**src/rtl/bus_arb_pkg.sv**
```systemverilog
// Shared types and helpers for the bus source arbiter.
// Latency: n/a (declarations only).
// Backpressure: n/a.
package bus_arb_pkg;

    // Bus ownership state.
    typedef enum logic [1:0] {
        IDLE = 2'd0,
        INT  = 2'd1,
        EXT  = 2'd2
    } arb_state_t;

    // Width of a source index / round-robin pointer; never below 1 bit.
    function automatic int ptr_width(input int n);
        return (n <= 2) ? 1 : $clog2(n);
    endfunction

endpackage

```
**src/rtl/bus_source_arbiter_rr_pick.sv**
```systemverilog
// Rotate-priority encoder: first set request at or after ptr, wrapping mod N.
// Latency: purely combinational.
// Backpressure: none; the result is consumed by the arbiter state logic.
//
// Ports:
//   req      - request vector, bit i belongs to source i
//   ptr      - index of the highest-priority source (must be < N)
//   pick     - one-hot winner, or zero when nothing requests
//   pick_idx - binary index of the winner (0 when nothing requests)
//   any_req  - at least one request is set
module rr_pick #(
    parameter int N  = 4,
    parameter int PW = 2
) (
    input  logic [N-1:0]  req,
    input  logic [PW-1:0] ptr,
    output logic [N-1:0]  pick,
    output logic [PW-1:0] pick_idx,
    output logic          any_req
);

    always_comb begin
        int   j;
        logic found;
        pick     = '0;
        pick_idx = '0;
        found    = 1'b0;
        j        = 0;
        for (int k = 0; k < N; k++) begin
            // Explicit wrap so non-power-of-2 N is handled correctly.
            j = int'(ptr) + k;
            if (j >= N) begin
                j = j - N;
            end
            if (!found && req[j[PW-1:0]]) begin
                found             = 1'b1;
                pick[j[PW-1:0]]   = 1'b1;
                pick_idx          = j[PW-1:0];
            end
        end
        any_req = |req;
    end

endmodule

```
**src/rtl/bus_source_arbiter.sv**
```systemverilog
// Round-robin bus arbiter: N_SRC internal sources plus an overriding external path.
// Latency: 1 cycle from request/data to registered grant and bus value.
// Backpressure: none; external request preempts, grants are held at most MAX_HOLD cycles under contention.
//
// Ports:
//   clk, rst          - rising-edge clock, asynchronous active-high reset
//   req, src_data     - per-source request and packed data (source i at [i*WIDTH +: WIDTH])
//   ext_req, ext_data - external override request and data
//   grant, ext_grant  - registered one-hot internal grant / external grant
//   bus_out, bus_valid- registered bus value, zero and invalid when idle
//   hold_cnt          - cycles the current internal grant has been held, minus 1
module bus_source_arbiter
    import bus_arb_pkg::*;
#(
    parameter int N_SRC    = 4,
    parameter int WIDTH    = 4,
    parameter int MAX_HOLD = 3
) (
    input  logic                          clk,
    input  logic                          rst,
    input  logic [N_SRC-1:0]              req,
    input  logic [N_SRC*WIDTH-1:0]        src_data,
    input  logic                          ext_req,
    input  logic [WIDTH-1:0]              ext_data,
    output logic [N_SRC-1:0]              grant,
    output logic                          ext_grant,
    output logic [WIDTH-1:0]              bus_out,
    output logic                          bus_valid,
    output logic [$clog2(MAX_HOLD+1)-1:0] hold_cnt
);

    localparam int PW = ptr_width(N_SRC);
    localparam int HW = $clog2(MAX_HOLD + 1);

    arb_state_t     state_q, state_d;
    logic [PW-1:0]  ptr_q, ptr_d;
    logic [PW-1:0]  own_q, own_d;
    logic [HW-1:0]  hold_d;
    logic [N_SRC-1:0] grant_d;
    logic           ext_grant_d;
    logic [WIDTH-1:0] bus_d;
    logic           bus_valid_d;

    logic [PW-1:0]  own_step;
    logic [N_SRC-1:0] pick_vec;
    logic [PW-1:0]  pick_ptr;
    logic [N_SRC-1:0] pick;
    logic [PW-1:0]  pick_idx;
    logic           pick_any;

    assign own_step = (own_q == PW'(N_SRC - 1)) ? '0 : own_q + 1'b1;

    // While a source owns the bus, the encoder searches the other sources
    // starting just after the owner. That serves both release (owner's req
    // is already low) and hold-limit rotation (owner must not win again).
    // grant is one-hot on the owner in INT, so it doubles as the mask.
    assign pick_vec = (state_q == INT) ? (req & ~grant) : req;
    assign pick_ptr = (state_q == INT) ? own_step : ptr_q;

    rr_pick #(
        .N  (N_SRC),
        .PW (PW)
    ) u_rr_pick (
        .req      (pick_vec),
        .ptr      (pick_ptr),
        .pick     (pick),
        .pick_idx (pick_idx),
        .any_req  (pick_any)
    );

    always_comb begin
        logic keep;
        logic take_pick;
        state_d     = state_q;
        ptr_d       = ptr_q;
        own_d       = own_q;
        hold_d      = '0;
        grant_d     = '0;
        ext_grant_d = 1'b0;
        bus_d       = '0;
        bus_valid_d = 1'b0;
        keep        = 1'b0;
        take_pick   = 1'b0;

        if (ext_req) begin
            // Preemption leaves the pointer alone.
            state_d     = EXT;
            ext_grant_d = 1'b1;
            bus_d       = ext_data;
            bus_valid_d = 1'b1;
        end else if (state_q == INT && req[own_q]) begin
            if (int'(hold_cnt) < MAX_HOLD - 1) begin
                keep   = 1'b1;
                hold_d = hold_cnt + 1'b1;
            end else if (pick_any) begin
                ptr_d     = own_step;
                take_pick = 1'b1;
            end else begin
                // Nobody else wants the bus: restart the hold window, no bubble.
                keep = 1'b1;
            end
        end else if (state_q == INT) begin
            ptr_d     = own_step;
            take_pick = 1'b1;
        end else begin
            take_pick = 1'b1;
        end

        if (keep) begin
            state_d     = INT;
            grant_d     = grant;
            bus_d       = src_data[int'(own_q)*WIDTH +: WIDTH];
            bus_valid_d = 1'b1;
        end else if (take_pick) begin
            if (pick_any) begin
                state_d     = INT;
                own_d       = pick_idx;
                grant_d     = pick;
                bus_d       = src_data[int'(pick_idx)*WIDTH +: WIDTH];
                bus_valid_d = 1'b1;
            end else begin
                state_d = IDLE;
            end
        end
    end

    always_ff @(posedge clk or posedge rst) begin
        if (rst) begin
            state_q   <= IDLE;
            ptr_q     <= '0;
            own_q     <= '0;
            hold_cnt  <= '0;
            grant     <= '0;
            ext_grant <= 1'b0;
            bus_out   <= '0;
            bus_valid <= 1'b0;
        end else begin
            state_q   <= state_d;
            ptr_q     <= ptr_d;
            own_q     <= own_d;
            hold_cnt  <= hold_d;
            grant     <= grant_d;
            ext_grant <= ext_grant_d;
            bus_out   <= bus_d;
            bus_valid <= bus_valid_d;
        end
    end

endmodule

```
**config.mk**
```make
export PLATFORM = sky130hd
export DESIGN_NAME = bus_source_arbiter
export DESIGN_NICKNAME = d
export VERILOG_FILES = /design/src/rtl/bus_arb_pkg.sv /design/src/rtl/bus_source_arbiter_rr_pick.sv /design/src/rtl/bus_source_arbiter.sv
export SDC_FILE = /design/constraint.sdc
export NUM_CORES = 1
export LEC_CHECK = 0
export CAP_MARGIN = 20
export CORE_UTILIZATION = 50
export CTS_CLUSTER_SIZE = 12
export DETAILED_ROUTE_END_ITERATION = 8
export PLACE_DENSITY = 0.81
export SLEW_MARGIN = 20
export SYNTH_ARGS = -nofsm -noshare
export SYNTH_HDL_FRONTEND = slang
export SYNTH_SLANG_ARGS = --single-unit
```
**constraint.sdc**
```tcl
create_clock -name clk -period 6.3 [get_ports clk]
set_input_delay 0.63 -clock clk [delete_from_list [all_inputs] [get_ports clk]]
set_output_delay 0.63 -clock clk [all_outputs]
set_load 0.02 [all_outputs]
```
==> summary.txt <==
Logic synthesis
  – Adder-Cell Fraction of Synth Area: 7.08%
  – Multiplexer share of the synthesized area: 18.1%
  – Most used DFF post-synth: dfrtp_1
  – Post-synth ARST share: 100%
  – Synth Area in Simple Gates: 18.4%
  – Syn Std Cell Area: 1590 µm²
  – Number of flops mapped to enable cells by yosys: 0
  – Largest family of logic cells by synthesized area: compound AO/OA/AOI/OAI gates
  – Cell taking the most area after synthesis: dfrtp_1
  – Post-synth net total: 197
  – Seq/Total Area, Yosys: 28.3%
  – YS warnings: 0
  – Syn_area_per_cell: 9.88 µm²
  – Top-area cell type share of the netlist area: 28.3%
  – Yosys reg bits: 18
  – Synth Area in XOR/XNOR: 0%
  – Synth area leaders: dfrtp_1 28%, mux4_2 9.9%, ha_1 7.1%, o211ai_1 5.7%, mux2i_1 4.4%
  – Synth Area in Compound Gates: 24.2%
  – Distinct cells, synth: 48
  – Synthesized instance count: 161

Global route
  – Total Routing Usage GR: 26.4%
  – Largest net degree at the start of global routing: 19
  – Via count of the first global-routing pass: 1,436
  – Gr ovfl total: 0
  – First-pass GRT wire length: 6830 µm
  – Initial antenna violation count: 0

Die
  – Die area: 3410 µm²
  – Die Wd: 58.4 µm
  – Number of core rows: 20
  – I/O pin cnt: 39
  – Die height: 58.4 µm
  – Initial core utilization: 52.5%
  – Core Region: 3030 µm²

CTS
  – Post CTS Setup Buffer Count: 0
  – Reg clk slew, reported paths: 0.10 ns
  – CTS sink cnt: 18
  – CTS Hold Bufs: 0
  – Root Buffer: clkbuf_4
  – Latest clock arrival within the worst-skew pair: 0.29 ns
  – CTS Buf Count: 3
  – Maximum clock insertion buffer count: 2
  – H-tree depth: 1
  – Resized cells post-CTS: 0
  – CTS tree: done

Setup path
  – Crit-path max FO: 14
  – Reg2Reg Setup Slack: 3.08 ns
  – CP arrival: 3.36 ns
  – RR Startpoint: own_q[1]
  – Crit path launch type: register
  – CP Launch Point: own_q[1]
  – Setup crit end kind: register
  – CP required: 6.44 ns
  – Kind of critical path: register to register

Drt
  – Metal1 wirelength: 1820 µm
  – Initial DRC count: 100
  – Post-DRT Antenna Nets: 0
  – Metal2 WL: 2170 µm
  – Highest metal used: met4
  – Final Routed Wirelength: 4350 µm
  – Post-DR vias/cell: 6.29
  – DR pass1 iterations: 5
  – DRC viols: 0
  – Wire per inst: 18.0 µm
  – Met3 wire length: 278 µm
  – Vias: 1,521

Timing
  – RSZ-0062 raised after global routing: no
  – Final Hold Viols: 0
  – Setup TNS: 0 ns
  – Final worst slack: 3.08 ns
  – Clock Skews: 0.00717 ns
  – Final Max Tran Viols: 0
  – Slew margin rel.: 49.4%
  – Tcrit/Tclk final: 51.1%
  – Tmin final: 3.22 ns
  – F_max: 311 MHz
  – Setup violators final: 0
  – Worst Tran Pin Value: 0.760 ns

Worst hold path
  – HP Class: register to register
  – Worst Hold Launch: hold_cnt[0]

Flow run
  – Max Cap Violations: 0

Final layout
  – Area delta synth->final: 27.7%
  – Antenna cells: 0
  – Nets: 235
  – Fill cells: 250
  – Share of cells above drive strength 1: 12.1%

Placement
  – DP Wirelength: 3470 µm
  – PortBufs: 38
  – Post-Place Worst Slack: 2.84 ns
  – Routability Congestion: 0.947

Power and ir drop
  – Leak Pwr: 0.000842 µW
  – Peak supply drop: 0.000285 V
  – Cell Pwr Density: 451 nW/µm²

Run status
  – Outcome: complete, no violations
[path summary, 6_finish.rpt]
check | end | cells after the start
worst max-delay path | bus_out[0] | 11
worst min-delay path | hold_cnt[0] | 1
worst max register to register | bus_out[0] | 11
worst min register to register | hold_cnt[0] | 1
max in group asynchronous | bus_out[1] | 2
min in group asynchronous | state_q[0] | 2
[area by class of cell]
type,instances,area (µm²),share of cell area [%]
clock buffer,4,36.3,1.79
inverter,8,30.0,1.48
multi-input combinational,130,1080,53.1
sequential,18,450,22.2
tap,44,55.1,2.71
timing repair buffer,38,380,18.7
[through the flow]
stage               hold WS, ns  area [µm²]  util [%]  cells  power, µW
floorplan                 0.513        1590         -    161        672
global placement          0.452        1990      65.9    238        813
detailed placement        0.473        1990      65.9    238        840
CTS                       0.487        2030      67.1    242        910
global route              0.508        2030      67.1    242        977
finish                    0.473        2030      67.1    242        916
[metal layers]
metal,GRT usage [%],vias up
met5,0,-
met4,10.9,0
met3,3.30,10
met2,43.7,64
met1,35.1,739
li1,-,708
[Yosys cell counts (all sizes together), types with 2 or more instances]
cell and count:
and3b 2, a222oi 4, o221ai 2, inv 8, o21ai 3, nand2b 3
o211ai 12, a211oi 4, nor2 8, dfrtp 18, mux2 5, clkbuf 2
and2 2, a22o 4, nand2 15, o21bai 5, nor2b 4, a21oi 3
nand3b 3, a22oi 6, buf 3, nand3 9, mux4 7, or2 2
mux2i 7, ha 9
[cell usage in the layout, fill, tap and decap left out, types with 2 or more instances in the layout]
cell type         n
and2_1            2
nand3_1           9
mux4_2            7
nand3b_1          3
a211oi_1          3
mux2i_1           7
nand2b_1          3
mux2_2            3
a21oi_1           3
a22o_1            4
clkdlybuf4s50_1  38
inv_2             2
a22oi_1           6
and3b_1           2
o21bai_1          4
a222oi_1          4
nand2_1          15
nor2_1            8
o221ai_1          2
ha_1              9
o211ai_1         12
inv_1             6
nor2b_1           3
clkbuf_4          3
dfrtp_1          18
[power breakdown]
| group | total (µW) | leakage, µW | switching, µW | internal, µW |
|---|---|---|---|---|
| Clock | 69.1 | 0.0000210 | 33.9 | 35.2 |
| Sequential | 194 | 0.000221 | 39.3 | 155 |
| Combinational | 653 | 0.000600 | 363 | 290 |
[sequential cells by signal, summed over array words and instances (netlist names)]
name	flops
bus_valid	1
grant	4
bus_out	4
hold_cnt	2
own_q	2
ext_grant	1
state_q	2
ptr_q	2
[logic make-up (layout without fill, tap and decap cells)]
logic type,count (synthesis),in the layout
AND/OR/NAND/NOR,54,54
AO/OA/AOI/OAI,48,48
multiplexers,19,19
flip-flops,18,18
buffers and inverters,13,50
adder cells (fa/ha/maj),9,9
[worst max-delay path, cell delays in order, from the launching register on]
cell      delay (ns)
dfrtp_1         0.51
ha_1            0.24
nor2_1          0.13
mux2_4          0.30
inv_1           0.09
ha_1            0.38
mux4_2          0.32
a211oi_1        0.21
o21bai_2        0.18
or2_1           0.37
mux2i_1         0.24
o211ai_1        0.11
(Power assumes the default switching activity.)
==> patch 1 (same settings) <==
`N_SRC`: 4 -> 2.
--- a/src/rtl/bus_source_arbiter.sv
+++ b/src/rtl/bus_source_arbiter.sv
@@ -13,5 +13,5 @@
     import bus_arb_pkg::*;
 #(
-    parameter int N_SRC    = 4,
+    parameter int N_SRC    = 2,
     parameter int WIDTH    = 4,
     parameter int MAX_HOLD = 3
Interface: changed (resized grant, req and src_data); port bits go from 39 to 27. No check against the original RTL was run, so the function may have changed too.
==> patch 1 against the original RTL <==
  * Synthesized area is 51% lower
  * Clock power is 29% lower
  * Routed wire length is 62% lower
  * Power is 75% lower
  * Hold slack worse by 26 ps
  * Worst setup slack better by 1200 ps
  * Sequential cell count is 4 lower
  * Cell area is 48% lower
  * Highest routed layer unchanged
==> patch 1: results (changes against the original RTL) <==
Routing
  • DR WL/cell: 14.7 microns (-18%)
  • Post-route met1 wirelength: 706 microns (-61%)
  • Met3 routed wirelength: 78 microns (-72%)
  • 1st-iter DRT viols: 9 (-91%)
  • Detailed route wirelength on metal2: 829 microns (-62%)
  • Detailed-routing iteration count for the pre-antenna-repair pass: 4 (-1)
  • Via/cell ratio: 5.83 (-7.2%)

Clocking
  • Clock-pin slew of the registers on the worst-case setup and hold paths: 80 ps (-20 ps)

Global route
  • Largest net degree at the start of global routing: 21 (+2)
  • Met3 global-route usage: 0.0745 (+0.0415)
  • Total global-route track usage: 0.226 (-0.0374)
  • Via count of the first global-routing pass: 546 (-62%)
  • Met1 GRT Util: 0.273 (-0.0773)
  • Global-route wire length before repair: 2390 microns (-65%)

Place
  • Count of buffers from port buffering: 26 (-32%)
  • Worst slack after detailed placement: 3950 ps (+1100 ps)
  • Instance area at placement: 1030 sq um (-48%)
  • Routability-driven placement congestion ratio: 0.718 (-24%)
  • Hpwl dp: 1240 microns (-64%)

Critical path
  • Critical-path maximum fanout: 10 (-4)
  • Worst path slowest cell: sky130_fd_sc_hd__clkdlybuf4s50_1
  • Largest incremental delay on the critical path: 600 ps (+90 ps)
  • Delay-heaviest family, CP: buffers and inverters

Synthesis
  • Most numerous cell types in the synthesized netlist: sky130_fd_sc_hd__dfrtp_1 (14), sky130_fd_sc_hd__mux2i_1 (9), sky130_fd_sc_hd__nor2_1 (9)
  • Top area cells in the synthesized netlist: sky130_fd_sc_hd__dfrtp_1 (45%), sky130_fd_sc_hd__mux2i_1 (12%), sky130_fd_sc_hd__o21ai_2 (5.7%)
  • Synthesized area per cell: 10.7 sq um (+8.7%)
  • Seq/Total Area, Yosys: 0.453 (+0.170)
  • Synthesized netlist net count: 89 (-55%)
  • Number of library cell types mapped by synthesis: 25 (-48%)

Timing
  • Worst-Margin Slew: 642 ps (-117 ps)
  • Final Skew: 6.47 ps (-0.699 ps)

Power and ir drop
  • Total Power: 228 uW (-75%)
  • Clk power: 49.1 uW (-29%)
  • Total power per unit cell area: 216 nW/um^2 (-52%)
  • Leakage power total: 0.000430 uW (-49%)
  • Switching share of power: 0.309 (-0.167)
  • Comb pwr: 69.9 uW (-89%)

Final layout
  • Proportion of layout cells with a drive suffix above 1: 0.144 (+0.0231)
  • Fill cell count: 103 (-59%)
  • Final nets: 116 (-51%)
  • Layout Cells excl Fill: 112 (-54%)

Outcome
  • Run status: finished clean
[patch 1: cell types whose count changed after synthesis, sizes merged, moves of 5 or more]
cell    unedited run  this run
nand3              9         0
ha                 9         0
o211ai            12         0
nand2             15         5
mux4               7         0
o21bai             5         0
inv                8         2
[patch 1: area by class of cell]
type	count	share of cell area
inverter	2	0.00711
tap	15	0.0178
timing repair buffer	26	0.246
clock buffer	3	0.0213
multi-input combinational	52	0.376
sequential	14	0.332
[patch 1: worst paths after layout]
check                            start          end  slack [ps]  depth (start not counted)
min                        hold_cnt[0]  hold_cnt[0]         450                          1
min reg2reg                hold_cnt[0]  hold_cnt[0]         450                          1
max                             req[0]     grant[1]        4240                          6
min in group asynchronous          rst   bus_out[2]         680                          2
max reg2reg                      own_q     grant[1]        4550                          5
max in group asynchronous          rst   bus_out[3]        5260                          2
[patch 1: logic make-up after synthesis]
logic type      count (synthesis)  share of synthesized area
buf+inv                         6                     0.0340
simple gates                   25                      0.178
mux                            10                      0.131
flops                          14                      0.453
compound gates                 17                      0.204
==> patch 2 (same settings) <==
Without the edit above. Reset style: synchronous (`rst`), changed in one clocked block. Comments in the files are not updated.
--- a/src/rtl/bus_source_arbiter.sv
+++ b/src/rtl/bus_source_arbiter.sv
@@ -125,5 +125,5 @@
     end
 
-    always_ff @(posedge clk or posedge rst) begin
+    always_ff @(posedge clk) begin
         if (rst) begin
             state_q   <= IDLE;
Function: differs if rst is asserted again (counterexample within 4 cycles, from zero or initial values and one cycle with rst high); with rst held inactive, the same outputs for 10 cycles.
==> patch 2 against the original RTL <==
  * The run now ends with DRC left
  * Via count is 5.4% lower
  * Synthesized area is 5.1% lower
  * Sequential cell count stayed put
  * Worst setup slack worse by 430 ps
  * Routed wire length is 7.2% lower
  * Cell area is 5.6% lower
  * Synthesized cell count is 3.1% higher
  * Largest cell class unchanged
Power is not compared: it rests on default switching activity, and its combinational part moved more than twofold at a synthesized area within 25%.
==> patch 2: results (changes against the original RTL) <==
Synthesis
  • Async set-or-reset flop fraction in the synthesized netlist: 0 (-1.00)
  • Area fraction in compound gates after synthesis: 0.258 (+0.0155)
  • Seq/Total Area, Yosys: 0.239 (-0.0444)
  • Synthesized netlist net count: 202 (+2.5%)
  • Top area cells in the synthesized netlist: sky130_fd_sc_hd__dfxtp_1 (24%), sky130_fd_sc_hd__mux4_2 (9.0%), sky130_fd_sc_hd__ha_1 (7.5%)
  • Portion of synthesized cell area occupied by the leading cell type: 0.239 (-0.0444)

Routing
  • Post-route DRC violation count: 2 (+2)
  • 1st-iter DRT viols: 69 (-31%)
  • Via/cell ratio: 6.23 (-0.89%)
  • Total Wirelength: 4030 microns (-7.2%)

Critical path
  • Register-to-register setup slack: 2650 ps (-430 ps)
  • Startpoint of the most critical register-to-register path: own_q[1]
  • CP Data Arrival Time: 3820 ps (+460 ps)
  • FF-to-FF path depth: 9 (-2)
  • Largest incremental delay on the critical path: 850 ps (+340 ps)
  • Worst path slowest cell: sky130_fd_sc_hd__o32ai_2
  • Delay-heaviest family, CP: compound AO/OA/AOI/OAI gates

Global route
  • Met1 GRT Util: 0.396 (+0.0454)
  • Largest net degree at the start of global routing: 20 (+1)
  • Total global-route track usage: 0.264 (about the same)
  • Global-route wire length before repair: 6670 microns (-2.3%)
  • Met2 usage in global routing: 0.400 (-0.0368)
  • Via count of the first global-routing pass: 1367 (-4.8%)

Outcome
  • Violated checks: DRC
  • Run status: complete, but fails checks

Timing
  • Final Skew: 4.68 ps (-2.48 ps)
  • Portion of the clock cycle consumed by the worst path in the final layout: 0.579 (+0.0677)
  • Remaining max-slew budget at the tightest pin: 0.351 (-0.143)

Final layout
  • Fill cell count: 232 (-7.2%)
[patch 2: changes by cell type after synthesis, sizes merged, moves of 4 or more]
| cell | delta |
|---|---|
| nand2 | -6 |
| o211ai | -11 |
| dfxtp | +18 |
| a222oi | -4 |
| nand3 | -9 |
| dfrtp | -18 |
| mux2i | +4 |
| nor3b | +4 |
| a21oi | +8 |
| nor2 | +8 |
[patch 2: cell families (layout without fill, tap and decap cells)]
family | Yosys count | count (layout)
buffers and inverters | 18 | 52
adder cells (fa/ha/maj) | 9 | 9
multiplexers | 20 | 20
flip-flops | 18 | 18
AND/OR/NAND/NOR | 51 | 51
AO/OA/AOI/OAI | 50 | 50
[patch 2: power by group through the flow]
stage	registers, uW	logic [uW]	clock network [uW]
finish	134	186	71.4
global route	135	202	78.9
CTS	134	184	73.0
detailed placement	136	182	0
global placement	136	177	0
floorplan	140	129	0
[patch 2: layout make-up]
class                      count  share of cell area
clock buffer                   4              0.0189
timing repair buffer          38               0.198
tap                           31              0.0202
sequential                    18               0.188
multi-input combinational    130               0.554
inverter                      10              0.0209
[patch 2: worst min-delay path by stage]
stage                        endpoint        start
after global placement    hold_cnt[0]  hold_cnt[0]
after floorplan              ptr_q[0]     ptr_q[0]
after CTS                 hold_cnt[0]  hold_cnt[0]
after detailed placement  hold_cnt[0]  hold_cnt[0]
final                     hold_cnt[0]  hold_cnt[0]
after global routing      hold_cnt[0]  hold_cnt[0]
[patch 2: per-stage QoR]
stage | instances | hold WS [ps] | total power [uW] | area, sq um
2_1_floorplan | 166 | 488 | 268 | 1510
3_3_place_gp | 227 | 420 | 313 | 1880
3_5_place_dp | 227 | 429 | 319 | 1880
4_1_cts | 231 | 444 | 390 | 1920
5_1_grt | 231 | 495 | 415 | 1920
6_report | 231 | 438 | 391 | 1920
